$ cat src/rtl/aes_pkg.sv
`default_nettype none
// ============================================================================
//  Module      : aes_pkg
//  Description : Shared AES constants: forward and inverse S-box tables and
//                the byte-substitution engine FSM state encoding.
//  Revision    : 1.0 - initial release
// ============================================================================
package aes_pkg;

  // Engine FSM states
  typedef enum logic [1:0] {
    IDLE = 2'd0,
    BUSY = 2'd1,
    DONE = 2'd2
  } state_t;

  // Forward AES S-box, indexed by input byte
  localparam logic [7:0] SBOX_FWD [256] = '{
    8'h63, 8'h7c, 8'h77, 8'h7b, 8'hf2, 8'h6b, 8'h6f, 8'hc5, 8'h30, 8'h01, 8'h67, 8'h2b, 8'hfe, 8'hd7, 8'hab, 8'h76,
    8'hca, 8'h82, 8'hc9, 8'h7d, 8'hfa, 8'h59, 8'h47, 8'hf0, 8'had, 8'hd4, 8'ha2, 8'haf, 8'h9c, 8'ha4, 8'h72, 8'hc0,
    8'hb7, 8'hfd, 8'h93, 8'h26, 8'h36, 8'h3f, 8'hf7, 8'hcc, 8'h34, 8'ha5, 8'he5, 8'hf1, 8'h71, 8'hd8, 8'h31, 8'h15,
    8'h04, 8'hc7, 8'h23, 8'hc3, 8'h18, 8'h96, 8'h05, 8'h9a, 8'h07, 8'h12, 8'h80, 8'he2, 8'heb, 8'h27, 8'hb2, 8'h75,
    8'h09, 8'h83, 8'h2c, 8'h1a, 8'h1b, 8'h6e, 8'h5a, 8'ha0, 8'h52, 8'h3b, 8'hd6, 8'hb3, 8'h29, 8'he3, 8'h2f, 8'h84,
    8'h53, 8'hd1, 8'h00, 8'hed, 8'h20, 8'hfc, 8'hb1, 8'h5b, 8'h6a, 8'hcb, 8'hbe, 8'h39, 8'h4a, 8'h4c, 8'h58, 8'hcf,
    8'hd0, 8'hef, 8'haa, 8'hfb, 8'h43, 8'h4d, 8'h33, 8'h85, 8'h45, 8'hf9, 8'h02, 8'h7f, 8'h50, 8'h3c, 8'h9f, 8'ha8,
    8'h51, 8'ha3, 8'h40, 8'h8f, 8'h92, 8'h9d, 8'h38, 8'hf5, 8'hbc, 8'hb6, 8'hda, 8'h21, 8'h10, 8'hff, 8'hf3, 8'hd2,
    8'hcd, 8'h0c, 8'h13, 8'hec, 8'h5f, 8'h97, 8'h44, 8'h17, 8'hc4, 8'ha7, 8'h7e, 8'h3d, 8'h64, 8'h5d, 8'h19, 8'h73,
    8'h60, 8'h81, 8'h4f, 8'hdc, 8'h22, 8'h2a, 8'h90, 8'h88, 8'h46, 8'hee, 8'hb8, 8'h14, 8'hde, 8'h5e, 8'h0b, 8'hdb,
    8'he0, 8'h32, 8'h3a, 8'h0a, 8'h49, 8'h06, 8'h24, 8'h5c, 8'hc2, 8'hd3, 8'hac, 8'h62, 8'h91, 8'h95, 8'he4, 8'h79,
    8'he7, 8'hc8, 8'h37, 8'h6d, 8'h8d, 8'hd5, 8'h4e, 8'ha9, 8'h6c, 8'h56, 8'hf4, 8'hea, 8'h65, 8'h7a, 8'hae, 8'h08,
    8'hba, 8'h78, 8'h25, 8'h2e, 8'h1c, 8'ha6, 8'hb4, 8'hc6, 8'he8, 8'hdd, 8'h74, 8'h1f, 8'h4b, 8'hbd, 8'h8b, 8'h8a,
    8'h70, 8'h3e, 8'hb5, 8'h66, 8'h48, 8'h03, 8'hf6, 8'h0e, 8'h61, 8'h35, 8'h57, 8'hb9, 8'h86, 8'hc1, 8'h1d, 8'h9e,
    8'he1, 8'hf8, 8'h98, 8'h11, 8'h69, 8'hd9, 8'h8e, 8'h94, 8'h9b, 8'h1e, 8'h87, 8'he9, 8'hce, 8'h55, 8'h28, 8'hdf,
    8'h8c, 8'ha1, 8'h89, 8'h0d, 8'hbf, 8'he6, 8'h42, 8'h68, 8'h41, 8'h99, 8'h2d, 8'h0f, 8'hb0, 8'h54, 8'hbb, 8'h16
  };

  // Inverse AES S-box, indexed by substituted byte
  localparam logic [7:0] SBOX_INV [256] = '{
    8'h52, 8'h09, 8'h6a, 8'hd5, 8'h30, 8'h36, 8'ha5, 8'h38, 8'hbf, 8'h40, 8'ha3, 8'h9e, 8'h81, 8'hf3, 8'hd7, 8'hfb,
    8'h7c, 8'he3, 8'h39, 8'h82, 8'h9b, 8'h2f, 8'hff, 8'h87, 8'h34, 8'h8e, 8'h43, 8'h44, 8'hc4, 8'hde, 8'he9, 8'hcb,
    8'h54, 8'h7b, 8'h94, 8'h32, 8'ha6, 8'hc2, 8'h23, 8'h3d, 8'hee, 8'h4c, 8'h95, 8'h0b, 8'h42, 8'hfa, 8'hc3, 8'h4e,
    8'h08, 8'h2e, 8'ha1, 8'h66, 8'h28, 8'hd9, 8'h24, 8'hb2, 8'h76, 8'h5b, 8'ha2, 8'h49, 8'h6d, 8'h8b, 8'hd1, 8'h25,
    8'h72, 8'hf8, 8'hf6, 8'h64, 8'h86, 8'h68, 8'h98, 8'h16, 8'hd4, 8'ha4, 8'h5c, 8'hcc, 8'h5d, 8'h65, 8'hb6, 8'h92,
    8'h6c, 8'h70, 8'h48, 8'h50, 8'hfd, 8'hed, 8'hb9, 8'hda, 8'h5e, 8'h15, 8'h46, 8'h57, 8'ha7, 8'h8d, 8'h9d, 8'h84,
    8'h90, 8'hd8, 8'hab, 8'h00, 8'h8c, 8'hbc, 8'hd3, 8'h0a, 8'hf7, 8'he4, 8'h58, 8'h05, 8'hb8, 8'hb3, 8'h45, 8'h06,
    8'hd0, 8'h2c, 8'h1e, 8'h8f, 8'hca, 8'h3f, 8'h0f, 8'h02, 8'hc1, 8'haf, 8'hbd, 8'h03, 8'h01, 8'h13, 8'h8a, 8'h6b,
    8'h3a, 8'h91, 8'h11, 8'h41, 8'h4f, 8'h67, 8'hdc, 8'hea, 8'h97, 8'hf2, 8'hcf, 8'hce, 8'hf0, 8'hb4, 8'he6, 8'h73,
    8'h96, 8'hac, 8'h74, 8'h22, 8'he7, 8'had, 8'h35, 8'h85, 8'he2, 8'hf9, 8'h37, 8'he8, 8'h1c, 8'h75, 8'hdf, 8'h6e,
    8'h47, 8'hf1, 8'h1a, 8'h71, 8'h1d, 8'h29, 8'hc5, 8'h89, 8'h6f, 8'hb7, 8'h62, 8'h0e, 8'haa, 8'h18, 8'hbe, 8'h1b,
    8'hfc, 8'h56, 8'h3e, 8'h4b, 8'hc6, 8'hd2, 8'h79, 8'h20, 8'h9a, 8'hdb, 8'hc0, 8'hfe, 8'h78, 8'hcd, 8'h5a, 8'hf4,
    8'h1f, 8'hdd, 8'ha8, 8'h33, 8'h88, 8'h07, 8'hc7, 8'h31, 8'hb1, 8'h12, 8'h10, 8'h59, 8'h27, 8'h80, 8'hec, 8'h5f,
    8'h60, 8'h51, 8'h7f, 8'ha9, 8'h19, 8'hb5, 8'h4a, 8'h0d, 8'h2d, 8'he5, 8'h7a, 8'h9f, 8'h93, 8'hc9, 8'h9c, 8'hef,
    8'ha0, 8'he0, 8'h3b, 8'h4d, 8'hae, 8'h2a, 8'hf5, 8'hb0, 8'hc8, 8'heb, 8'hbb, 8'h3c, 8'h83, 8'h53, 8'h99, 8'h61,
    8'h17, 8'h2b, 8'h04, 8'h7e, 8'hba, 8'h77, 8'hd6, 8'h26, 8'he1, 8'h69, 8'h14, 8'h63, 8'h55, 8'h21, 8'h0c, 8'h7d
  };

endpackage
`default_nettype wire

$ cat src/rtl/aes_sbox.sv
`default_nettype none
// ============================================================================
//  Module      : aes_sbox
//  Description : Combinational AES byte substitution. The inverse table is
//                only built when SUB_WORD_ENGINE_INV_EN is defined; otherwise
//                the inv input is ignored and the forward table is used.
//  Revision    : 1.0 - initial release
// ============================================================================
module aes_sbox
  import aes_pkg::*;
(
  input  logic [7:0] byte_in,
  input  logic       inv,
  output logic [7:0] byte_out
);

`ifdef SUB_WORD_ENGINE_INV_EN
  // Table lookup, direction chosen per word by the engine's mode flag
  always_comb begin
    byte_out = inv ? SBOX_INV[byte_in] : SBOX_FWD[byte_in];
  end
`else
  // Forward-only build keeps the port for a uniform interface
  logic w_unused_inv;
  assign w_unused_inv = inv;

  // Forward table lookup
  always_comb begin
    byte_out = SBOX_FWD[byte_in];
  end
`endif

endmodule
`default_nettype wire

$ cat src/rtl/sub_word_engine.sv
`default_nettype none
// ============================================================================
//  Module      : sub_word_engine
//  Description : Sequential AES SubWord/SubBytes engine. Takes a word of
//                WORD_BYTES bytes over valid/ready and substitutes LANES
//                bytes per clock in place, then presents the word until the
//                consumer accepts it. Optional macro SUB_WORD_ENGINE_INV_EN
//                adds a per-word inverse S-box mode selected by in_inv.
//  Revision    : 1.0 - initial release
// ============================================================================
module sub_word_engine
  import aes_pkg::*;
#(
  parameter int WORD_BYTES = 4,
  parameter int LANES      = 1
) (
  input  logic                    clk,
  input  logic                    reset,
  input  logic                    in_valid,
  output logic                    in_ready,
  input  logic [0:8*WORD_BYTES-1] in_data,
  input  logic                    in_inv,
  output logic                    out_valid,
  input  logic                    out_ready,
  output logic [0:8*WORD_BYTES-1] out_data
);

  localparam int BEATS = (LANES > 0) ? (WORD_BYTES / LANES) : 1;
  localparam int CNT_W = (BEATS > 1) ? $clog2(BEATS) : 1;
  localparam logic [CNT_W-1:0] LAST_BEAT = CNT_W'(BEATS - 1);

  if ((WORD_BYTES < 1) || (LANES < 1) ||
      ((LANES > 0) && ((WORD_BYTES % LANES) != 0))) begin : g_param_check
    $error("sub_word_engine: LANES must be >=1 and divide WORD_BYTES (>=1)");
  end

  state_t                  r_state;
  state_t                  w_state_next;
  logic [0:8*WORD_BYTES-1] r_work;
  logic [0:8*WORD_BYTES-1] w_work_next;
  logic [CNT_W-1:0]        r_cnt;
  logic                    r_inv;
  logic                    w_inv_sel;
  logic [7:0]              w_lane_in  [LANES];
  logic [7:0]              w_lane_out [LANES];

`ifdef SUB_WORD_ENGINE_INV_EN
  assign w_inv_sel = in_inv;
`else
  // Mode flag tied to forward; in_inv is kept on the port but unused
  logic w_unused_inv;
  assign w_unused_inv = in_inv;
  assign w_inv_sel    = 1'b0;
`endif

  // State register
  always_ff @(posedge clk or posedge reset) begin
    if (reset) begin
      r_state <= IDLE;
    end else begin
      r_state <= w_state_next;
    end
  end

  // Next-state decode: accept in IDLE, count beats in BUSY, hold in DONE
  always_comb begin
    w_state_next = r_state;
    case (r_state)
      IDLE:    if (in_valid) w_state_next = BUSY;
      BUSY:    if (r_cnt == LAST_BEAT) w_state_next = DONE;
      DONE:    if (out_ready) w_state_next = IDLE;
      default: w_state_next = IDLE;
    endcase
  end

  // Select the current beat's bytes and merge the substituted bytes back
  always_comb begin
    w_work_next = r_work;
    for (int l = 0; l < LANES; l++) begin
      w_lane_in[l] = r_work[8*(int'(r_cnt)*LANES + l) +: 8];
      w_work_next[8*(int'(r_cnt)*LANES + l) +: 8] = w_lane_out[l];
    end
  end

  for (genvar l = 0; l < LANES; l++) begin : g_lane
    aes_sbox u_sbox (
      .byte_in  (w_lane_in[l]),
      .inv      (r_inv),
      .byte_out (w_lane_out[l])
    );
  end

  // Working register, beat counter and mode flag
  always_ff @(posedge clk or posedge reset) begin
    if (reset) begin
      r_work <= '0;
      r_cnt  <= '0;
      r_inv  <= 1'b0;
    end else begin
      case (r_state)
        IDLE: begin
          if (in_valid) begin
            r_work <= in_data;
            r_inv  <= w_inv_sel;
            r_cnt  <= '0;
          end
        end
        BUSY: begin
          r_work <= w_work_next;
          // Counter saturates on the last beat rather than wrapping
          if (r_cnt != LAST_BEAT) r_cnt <= r_cnt + CNT_W'(1);
        end
        default: ;
      endcase
    end
  end

  assign in_ready  = (r_state == IDLE);
  assign out_valid = (r_state == DONE);
  // Result is exposed only while it is valid, so idle/reset output is zero
  assign out_data  = out_valid ? r_work : '0;

endmodule
`default_nettype wire

$ cat config.mk
export PLATFORM = sky130hd
export DESIGN_NAME = sub_word_engine
export DESIGN_NICKNAME = d
export VERILOG_FILES = /design/src/rtl/aes_pkg.sv /design/src/rtl/aes_sbox.sv /design/src/rtl/sub_word_engine.sv
export SDC_FILE = /design/constraint.sdc
export NUM_CORES = 1
export LEC_CHECK = 0
export ABC_AREA = 1
export ABC_CLOCK_PERIOD_IN_PS = 3300
export CAP_MARGIN = 20
export CORE_MARGIN = 5
export CORE_UTILIZATION = 45
export CTS_CLUSTER_DIAMETER = 200
export DETAILED_ROUTE_END_ITERATION = 8
export GPL_TIMING_DRIVEN = 0
export PLACE_DENSITY = 0.67
export SYNTH_ARGS = -nofsm -noshare
export SYNTH_HDL_FRONTEND = slang
export SYNTH_SLANG_ARGS = --single-unit
$ cat constraint.sdc
create_clock -name clk -period 3.3 [get_ports clk]
set_input_delay 0.33 -clock clk [delete_from_list [all_inputs] [get_ports clk]]
set_output_delay 0.33 -clock clk [all_outputs]
set_load 0.02 [all_outputs]
==> impl_metrics.xml, run 1 <==
<?xml version="1.0" encoding="UTF-8"?>
<metrics>
  <group name="floorplan">
    <metric name="placeableCoreArea" unit="mm²">0.0125</metric>
    <metric name="initial_core_util" unit="%">45.4</metric>
    <metric name="die_height" unit="µm">122</metric>
    <metric name="die_x" unit="µm">122</metric>
    <metric name="die_area" unit="mm²">0.0150</metric>
    <metric name="num_io_pins" unit="">71</metric>
    <metric name="rows" unit="">41</metric>
  </group>
  <group name="synthesis">
    <metric name="ys_seq_area_share" unit="%">15.8</metric>
    <metric name="synthesis.area_per_instance" unit="µm²">5.51</metric>
    <metric name="ys_warns" unit="">0</metric>
    <metric name="synth_seq_cells" unit="">36</metric>
    <metric name="most_used_dff_post_synth" unit="">sky130_fd_sc_hd__dfrtp_1</metric>
    <metric name="syn-num-nets" unit="">1088</metric>
    <metric name="synth_enable_flop_cells" unit="">0</metric>
    <metric name="netlist_area" unit="mm²">0.00569</metric>
    <metric name="synth.distinct_cells" unit="">29</metric>
    <metric name="ys_async_sr_fraction" unit="%">100</metric>
    <metric name="synthCells" unit="">1033</metric>
  </group>
  <group name="setup_path">
    <metric name="crit_buf_inv" unit="">4</metric>
    <metric name="critical_path_peak_fanout" unit="">11</metric>
    <metric name="worst_ep_arrival_time" unit="ns">3.43</metric>
    <metric name="crit_family" unit="">simple AND/OR/NAND/NOR gates</metric>
    <metric name="worstReg2RegStart" unit="">r_cnt[1]</metric>
    <metric name="timing.critical_path.to" unit="">r_work[13]</metric>
    <metric name="critPathMostFrequentCell" unit="">sky130_fd_sc_hd__nand3_1</metric>
    <metric name="r2r_end" unit="">r_work[13]</metric>
    <metric name="worst-r2r-cell-count" unit="">15</metric>
    <metric name="cpPeakStageDelay" unit="ns">0.47</metric>
    <metric name="setup.worst_path.end_class" unit="">flop</metric>
    <metric name="critical_path_start" unit="">r_cnt[1]</metric>
    <metric name="timing.critical_path.depth" unit="">15</metric>
    <metric name="cp_cell_sequence" unit="">inv_2, clkbuf_4, nand2_1, nand2_4, ha_1, inv_1, nand2_1, clkbuf_4, nand3_1, nand3_1, nand3_1, nand3_1, nand3_1, nand4_1, a21oi_1</metric>
    <metric name="worstSetupPathType" unit="">reg -&gt; reg</metric>
    <metric name="start_kind" unit="">flop</metric>
    <metric name="timing.critical_path.required" unit="ns">3.47</metric>
    <metric name="regToRegSetupSlack" unit="ns">0.03</metric>
    <metric name="critical-path-slowest-cell" unit="">sky130_fd_sc_hd__dfrtp_2</metric>
  </group>
  <group name="grt">
    <metric name="grt_max_degree" unit="">37</metric>
    <metric name="grt-ovfl-total" unit="">0</metric>
    <metric name="grt_pass1_wl" unit="µm">46900</metric>
    <metric name="gr-usage-all-layers" unit="%">42.1</metric>
    <metric name="first_global_vias" unit="">7865</metric>
    <metric name="grt_antenna_before_repair" unit="">0</metric>
  </group>
  <group name="clock_network">
    <metric name="tritoncts.num_buffers" unit="">5</metric>
    <metric name="cts_num_sinks" unit="">36</metric>
    <metric name="ctsHtreeMaxLevel" unit="">2</metric>
    <metric name="cts-root-buf" unit="">sky130_fd_sc_hd__clkbuf_16</metric>
    <metric name="clkLatencyLatePin" unit="ns">0.29</metric>
    <metric name="clock_tree_from_tritoncts" unit="">done</metric>
    <metric name="cts.reportedPaths.clkPinSlew" unit="ns">0.06</metric>
    <metric name="clockBufferDepth" unit="">2</metric>
  </group>
  <group name="place">
    <metric name="place.gp.congestion" unit="">1.16</metric>
    <metric name="placement.io_buffers" unit="">69</metric>
    <metric name="detailed_place_hpwl" unit="µm">23400</metric>
    <metric name="place_area" unit="mm²">0.00659</metric>
  </group>
  <group name="finish">
    <metric name="final_design_area_no_fill" unit="mm²">0.00688</metric>
    <metric name="layout_common_cells" unit="">302 x sky130_fd_sc_hd__nand2_1, 267 x sky130_fd_sc_hd__nand3_1, 91 x sky130_fd_sc_hd__inv_1</metric>
    <metric name="multi_input_area" unit="mm²">0.00406</metric>
    <metric name="nets" unit="">1168</metric>
    <metric name="area_growth_syn_to_layout" unit="%">20.9</metric>
    <metric name="sequential_cell_area" unit="µm²">903</metric>
    <metric name="post-route-util" unit="%">55.0</metric>
    <metric name="layout_cells_sized_above_1" unit="%">10.5</metric>
    <metric name="most_frequent_standard_cell_in_the_layout_excluding_fill_and_tap_cells" unit="">sky130_fd_sc_hd__nand2_1</metric>
    <metric name="final.fill_count" unit="">1368</metric>
    <metric name="antenna_cells" unit="">0</metric>
  </group>
  <group name="run">
    <metric name="cap_violations" unit="">0</metric>
  </group>
  <group name="detailed_routing">
    <metric name="num_vias" unit="">8270</metric>
    <metric name="antenna_left" unit="">0</metric>
    <metric name="drt_iter0_drc" unit="">1580</metric>
    <metric name="via_per_instance_ratio" unit="">6.43</metric>
    <metric name="drt_first_pass_iters" unit="">6</metric>
    <metric name="wl_per_cell" unit="µm">24.8</metric>
    <metric name="detail_route.drc_violations" unit="">0</metric>
    <metric name="totalWireLength" unit="µm">31900</metric>
  </group>
  <group name="sta">
    <metric name="rsz_0062_raised_after_global_routing" unit="">no</metric>
    <metric name="final_hold_viol_count" unit="">0</metric>
    <metric name="max_freq" unit="MHz">306</metric>
    <metric name="max-slew-margin-rel" unit="%">35.4</metric>
    <metric name="final_cycle_utilization_of_the_critical_path" unit="%">99.0</metric>
    <metric name="worst_pin_slew" unit="ns">0.962</metric>
    <metric name="finalClockSkew" unit="ns">0.00468</metric>
    <metric name="post-route-min-period" unit="ns">3.27</metric>
    <metric name="number_of_max_slew_violations_in_the_final_report" unit="">0</metric>
    <metric name="report.final.setup_viol" unit="">0</metric>
  </group>
  <group name="outcome">
    <metric name="run_status" unit="">complete, no violations</metric>
  </group>
  <group name="hold_path">
    <metric name="hold_path.class" unit="">in -&gt; async</metric>
  </group>
</metrics>
-- cell usage after synthesis (all sizes together) (11+ instances only) --
master | instances | area, µm²
nand3 | 281 | 1450
nand4 | 33 | 206
clkbuf | 11 | 41.3
nand2 | 329 | 1320
a21oi | 52 | 268
ha | 18 | 225
dfrtp | 36 | 901
buf | 56 | 385
inv | 99 | 377
nor2 | 86 | 323
o21ai | 22 | 110
-- per-layer routing --
metal / track usage, % / share of wire, % / vias to the layer above
li1: - / - / 3563
met1: 48.1 / 33 / 3615
met2: 64.4 / 42 / 819
met3: 13.3 / 14 / 273
met4: 34.1 / 11 / 0
met5: 0 / 0 / -
-- worst min path at each step --
stage | startpoint | end | slack [ns] | cells past startpoint
2_1_floorplan | out_ready | r_state[1] | 0.44 | 1
3_3_place_gp | r_work[3] | r_work[3] | 0.51 | 2
3_5_place_dp | r_work[19] | r_work[19] | 0.52 | 2
4_1_cts | reset | r_state[1] | 0.52 | 2
5_1_grt | r_work[8] | r_work[8] | 0.55 | 2
6_report | reset | r_state[1] | 0.50 | 2
-- final cells by class --
type,instances,share of cell area [%]
clock buffers,6,1.87
multi-input cells,831,59.1
plain buffers,67,6.33
repair buffers,73,10.5
well taps,172,3.13
clock inverters,2,0.509
inverters,99,5.47
flip-flops and latches,36,13.1
-- worst register-to-register path, cell delays in order (launching register included) --
cell	delay, ns
sky130_fd_sc_hd__dfrtp_2	0.47
sky130_fd_sc_hd__inv_2	0.19
sky130_fd_sc_hd__clkbuf_4	0.28
sky130_fd_sc_hd__nand2_1	0.12
sky130_fd_sc_hd__nand2_4	0.18
sky130_fd_sc_hd__ha_1	0.28
sky130_fd_sc_hd__inv_1	0.08
sky130_fd_sc_hd__nand2_1	0.08
sky130_fd_sc_hd__clkbuf_4	0.25
sky130_fd_sc_hd__nand3_1	0.21
sky130_fd_sc_hd__nand3_1	0.16
sky130_fd_sc_hd__nand3_1	0.09
sky130_fd_sc_hd__nand3_1	0.08
sky130_fd_sc_hd__nand3_1	0.29
sky130_fd_sc_hd__nand4_1	0.29
sky130_fd_sc_hd__a21oi_1	0.09
-- state kept, by name, summed over array words and instances (netlist names) --
| name | count |
|---|---|
| r_state | 2 |
| r_work | 32 |
| r_cnt | 2 |
-- kinds of logic (layout without fill, tap and decap cells) --
family / Yosys count / after routing / synth area share, %
flops: 36 / 36 / 15.8
compound gates: 77 / 77 / 7.19
buf+inv: 166 / 247 / 14.1
simple gates: 736 / 736 / 58.9
fa+ha+maj: 18 / 18 / 3.96
-- through the flow --
step	setup slack [ns]	std cells	hold WS, ns	setup TNS [ns]
floorplan	0.828	1033	0.440	0
global placement	-0.212	1274	0.506	-0.965
detailed placement	-0.188	1274	0.520	-0.906
CTS	0.00458	1282	0.524	0
global route	0.0193	1286	0.546	0
finish	0.0322	1286	0.500	0
-- what timing repair did --
item                       in CTS  in global routing
resized for setup               4                 21
setup endpoints to repair      15                 32
pin swaps                       0                  3
hold buffers                    0                  0
buffers inserted                0                  3
Power of run 1 is not shown: default switching activity piles up to over one toggle a cycle in this logic, so the estimate is an artifact.
==> run 2: changes to the inputs <==
CAP_MARGIN = 40   (was 20)
==> run 2 against run 1 <==
  * The run now ends with design-rule violations left
  * Utilization about the same
  * Sequential share of layout area about the same
  * Sequential cell count is the same
  * Worst setup slack better by 0.076 ns
  * Fmax is 2.4% higher
  * Clock skew fell by 0.0017 ns
  * Routed wire length grew 0.46%
  * Die area unchanged
  * Clock-buffer cell count unchanged
  * Register-to-register slack better by 0.08 ns
  * Highest routed layer unchanged
==> impl_metrics.xml, run 2 (synthesis results as in run 1) <==
<?xml version="1.0" encoding="UTF-8"?>
<metrics>
  <group name="setup_path">
    <metric name="cpPeakStageDelay" unit="ns">0.43</metric>
    <metric name="worst_ep_arrival_time" unit="ns">3.36</metric>
    <metric name="crit_buf_inv" unit="">4</metric>
    <metric name="setup.worst_path.end_class" unit="">flop</metric>
    <metric name="critical-path-slowest-cell" unit="">sky130_fd_sc_hd__dfrtp_1</metric>
    <metric name="start_kind" unit="">flop</metric>
    <metric name="critical_path_peak_fanout" unit="">13</metric>
    <metric name="worstSetupPathType" unit="">reg -&gt; reg</metric>
    <metric name="timing.critical_path.required" unit="ns">3.47</metric>
    <metric name="crit_family" unit="">simple AND/OR/NAND/NOR gates</metric>
    <metric name="worstReg2RegStart" unit="">r_cnt[0]</metric>
    <metric name="cp_cell_sequence" unit="">buf_6, inv_6, buf_6, nand2_1, nand2_1, nand2_1, nand2_4, ha_1, inv_1, nand2_2, nand3_2, nand3_1, nand3_1, nand3_1, nand3_2, nand4_1, a21oi_2</metric>
    <metric name="critical_path_start" unit="">r_cnt[0]</metric>
  </group>
  <group name="place">
    <metric name="place.gp.congestion" unit="">1.16</metric>
    <metric name="place_area" unit="mm²">0.00660</metric>
    <metric name="pre_cts_slack" unit="ns">-0.158</metric>
    <metric name="placement.io_buffers" unit="">69</metric>
    <metric name="detailed_place_hpwl" unit="µm">23400</metric>
  </group>
  <group name="finish">
    <metric name="final.fill_count" unit="">1385</metric>
    <metric name="area_growth_syn_to_layout" unit="%">21.0</metric>
    <metric name="layout_cells_sized_above_1" unit="%">10.8</metric>
    <metric name="layout_common_cells" unit="">301 x sky130_fd_sc_hd__nand2_1, 265 x sky130_fd_sc_hd__nand3_1, 91 x sky130_fd_sc_hd__inv_1</metric>
    <metric name="antenna_cells" unit="">0</metric>
    <metric name="max_reg_flops" unit="">32</metric>
    <metric name="reg_top3" unit="">r_work: 32 flops, r_cnt: 2 flops, r_state: 2 flops</metric>
    <metric name="top_register" unit="">r_work</metric>
    <metric name="final_design_area_no_fill" unit="mm²">0.00688</metric>
    <metric name="nets" unit="">1167</metric>
    <metric name="most_frequent_standard_cell_in_the_layout_excluding_fill_and_tap_cells" unit="">sky130_fd_sc_hd__nand2_1</metric>
  </group>
  <group name="sta">
    <metric name="worst_pin_slew" unit="ns">0.986</metric>
    <metric name="final_cycle_utilization_of_the_critical_path" unit="%">96.7</metric>
    <metric name="finalClockSkew" unit="ns">0.00300</metric>
    <metric name="max-slew-margin-rel" unit="%">33.8</metric>
    <metric name="number_of_max_slew_violations_in_the_final_report" unit="">0</metric>
    <metric name="post-route-min-period" unit="ns">3.19</metric>
    <metric name="max_freq" unit="MHz">313</metric>
    <metric name="fin_setup_tns" unit="ns">0</metric>
    <metric name="report.final.setup_viol" unit="">0</metric>
    <metric name="finalWorstSetupSlack" unit="ns">0.108</metric>
    <metric name="final_hold_viol_count" unit="">0</metric>
  </group>
  <group name="detailed_routing">
    <metric name="drt_first_pass_iters" unit="">9</metric>
    <metric name="via_per_instance_ratio" unit="">6.41</metric>
    <metric name="drt_iter0_drc" unit="">1743</metric>
    <metric name="detail_route.drc_violations" unit="">9</metric>
    <metric name="totalWireLength" unit="µm">32100</metric>
    <metric name="wl_per_cell" unit="µm">25.0</metric>
    <metric name="num_vias" unit="">8243</metric>
    <metric name="antenna_left" unit="">0</metric>
  </group>
  <group name="clock_network">
    <metric name="cts-root-buf" unit="">sky130_fd_sc_hd__clkbuf_16</metric>
    <metric name="clockBufferDepth" unit="">2</metric>
    <metric name="cts.reportedPaths.clkPinSlew" unit="ns">0.05</metric>
    <metric name="tritoncts.num_buffers" unit="">5</metric>
    <metric name="clkLatencyLatePin" unit="ns">0.29</metric>
    <metric name="cts_num_sinks" unit="">36</metric>
    <metric name="clock_tree_from_tritoncts" unit="">done</metric>
    <metric name="postCtsHoldBufs" unit="">0</metric>
    <metric name="ctsHtreeMaxLevel" unit="">2</metric>
  </group>
  <group name="grt">
    <metric name="grt_antenna_before_repair" unit="">0</metric>
    <metric name="first_global_vias" unit="">7713</metric>
    <metric name="grt_pass1_wl" unit="µm">47000</metric>
    <metric name="grt_max_degree" unit="">37</metric>
    <metric name="gr-usage-all-layers" unit="%">42.3</metric>
    <metric name="grt-ovfl-total" unit="">0</metric>
  </group>
  <group name="hold_path">
    <metric name="hold_path.class" unit="">in -&gt; async</metric>
  </group>
  <group name="floorplan">
    <metric name="die_height" unit="µm">122</metric>
    <metric name="initial_core_util" unit="%">45.4</metric>
    <metric name="die_x" unit="µm">122</metric>
    <metric name="num_io_pins" unit="">71</metric>
    <metric name="placeableCoreArea" unit="mm²">0.0125</metric>
    <metric name="rows" unit="">41</metric>
    <metric name="die_area" unit="mm²">0.0150</metric>
  </group>
  <group name="run">
    <metric name="cap_violations" unit="">0</metric>
  </group>
  <group name="outcome">
    <metric name="run_status" unit="">complete, but fails checks</metric>
    <metric name="failed_checks" unit="">design-rule violations</metric>
  </group>
</metrics>
-- run 2: cell types whose count changed in the layout (fill, tap and decap cells not counted), sizes merged --
| cell | before | now |
|---|---|---|
| clkbuf | 20 | 19 |
-- run 2: worst paths after layout --
path	endpoint	slack, ns	cells after the start
worst max-delay path	r_work[9]	0.11	17
worst min-delay path	r_state[1]	0.51	2
worst max register to register	r_work[9]	0.11	17
worst min register to register	r_work[8]	0.53	2
max in group asynchronous	r_cnt[1]	2.25	2
min in group clk	r_work[8]	0.53	2
-- run 2: layer usage --
layer	GRT usage [%]	share of wire (%)
met1	49.1	34
met3	13.1	14
met4	33.7	10
met2	64.2	42
met5	0	0
-- run 2: worst register-to-register path: cells and delay by family (launching register included) --
| family | cells | cell delay (ns) |
|---|---|---|
| compound gates | 1 | 0.08 |
| fa+ha+maj | 1 | 0.28 |
| buf+inv | 4 | 0.50 |
| flops | 1 | 0.43 |
| simple gates | 11 | 1.77 |
-- run 2: final cells by class --
cell class              instances  area, µm²  area share [%]
plain buffers                  67        435            6.32
clock buffers                   6        129            1.87
clock inverters                 2       35.0           0.509
inverters                      99        377            5.47
multi-input cells             831       4080            59.3
flip-flops and latches         36        902            13.1
well taps                     172        215            3.13
repair buffers                 72        711            10.3
-- run 2: per-stage QoR --
stage / util (%) / hold WS, ns / instances
2_1_floorplan: - / 0.440 / 1033
3_3_place_gp: 52.7 / 0.506 / 1274
3_5_place_dp: 52.7 / 0.519 / 1275
4_1_cts: 54.1 / 0.524 / 1283
5_1_grt: 55.0 / 0.545 / 1285
6_report: 55.0 / 0.511 / 1285
-- run 2: what timing repair did --
item	in CTS	in global routing
resized for setup	4	25
pin swaps	0	3
setup endpoints to repair	12	32
buffers inserted	0	2
Power of run 2 is left out for the same reason.
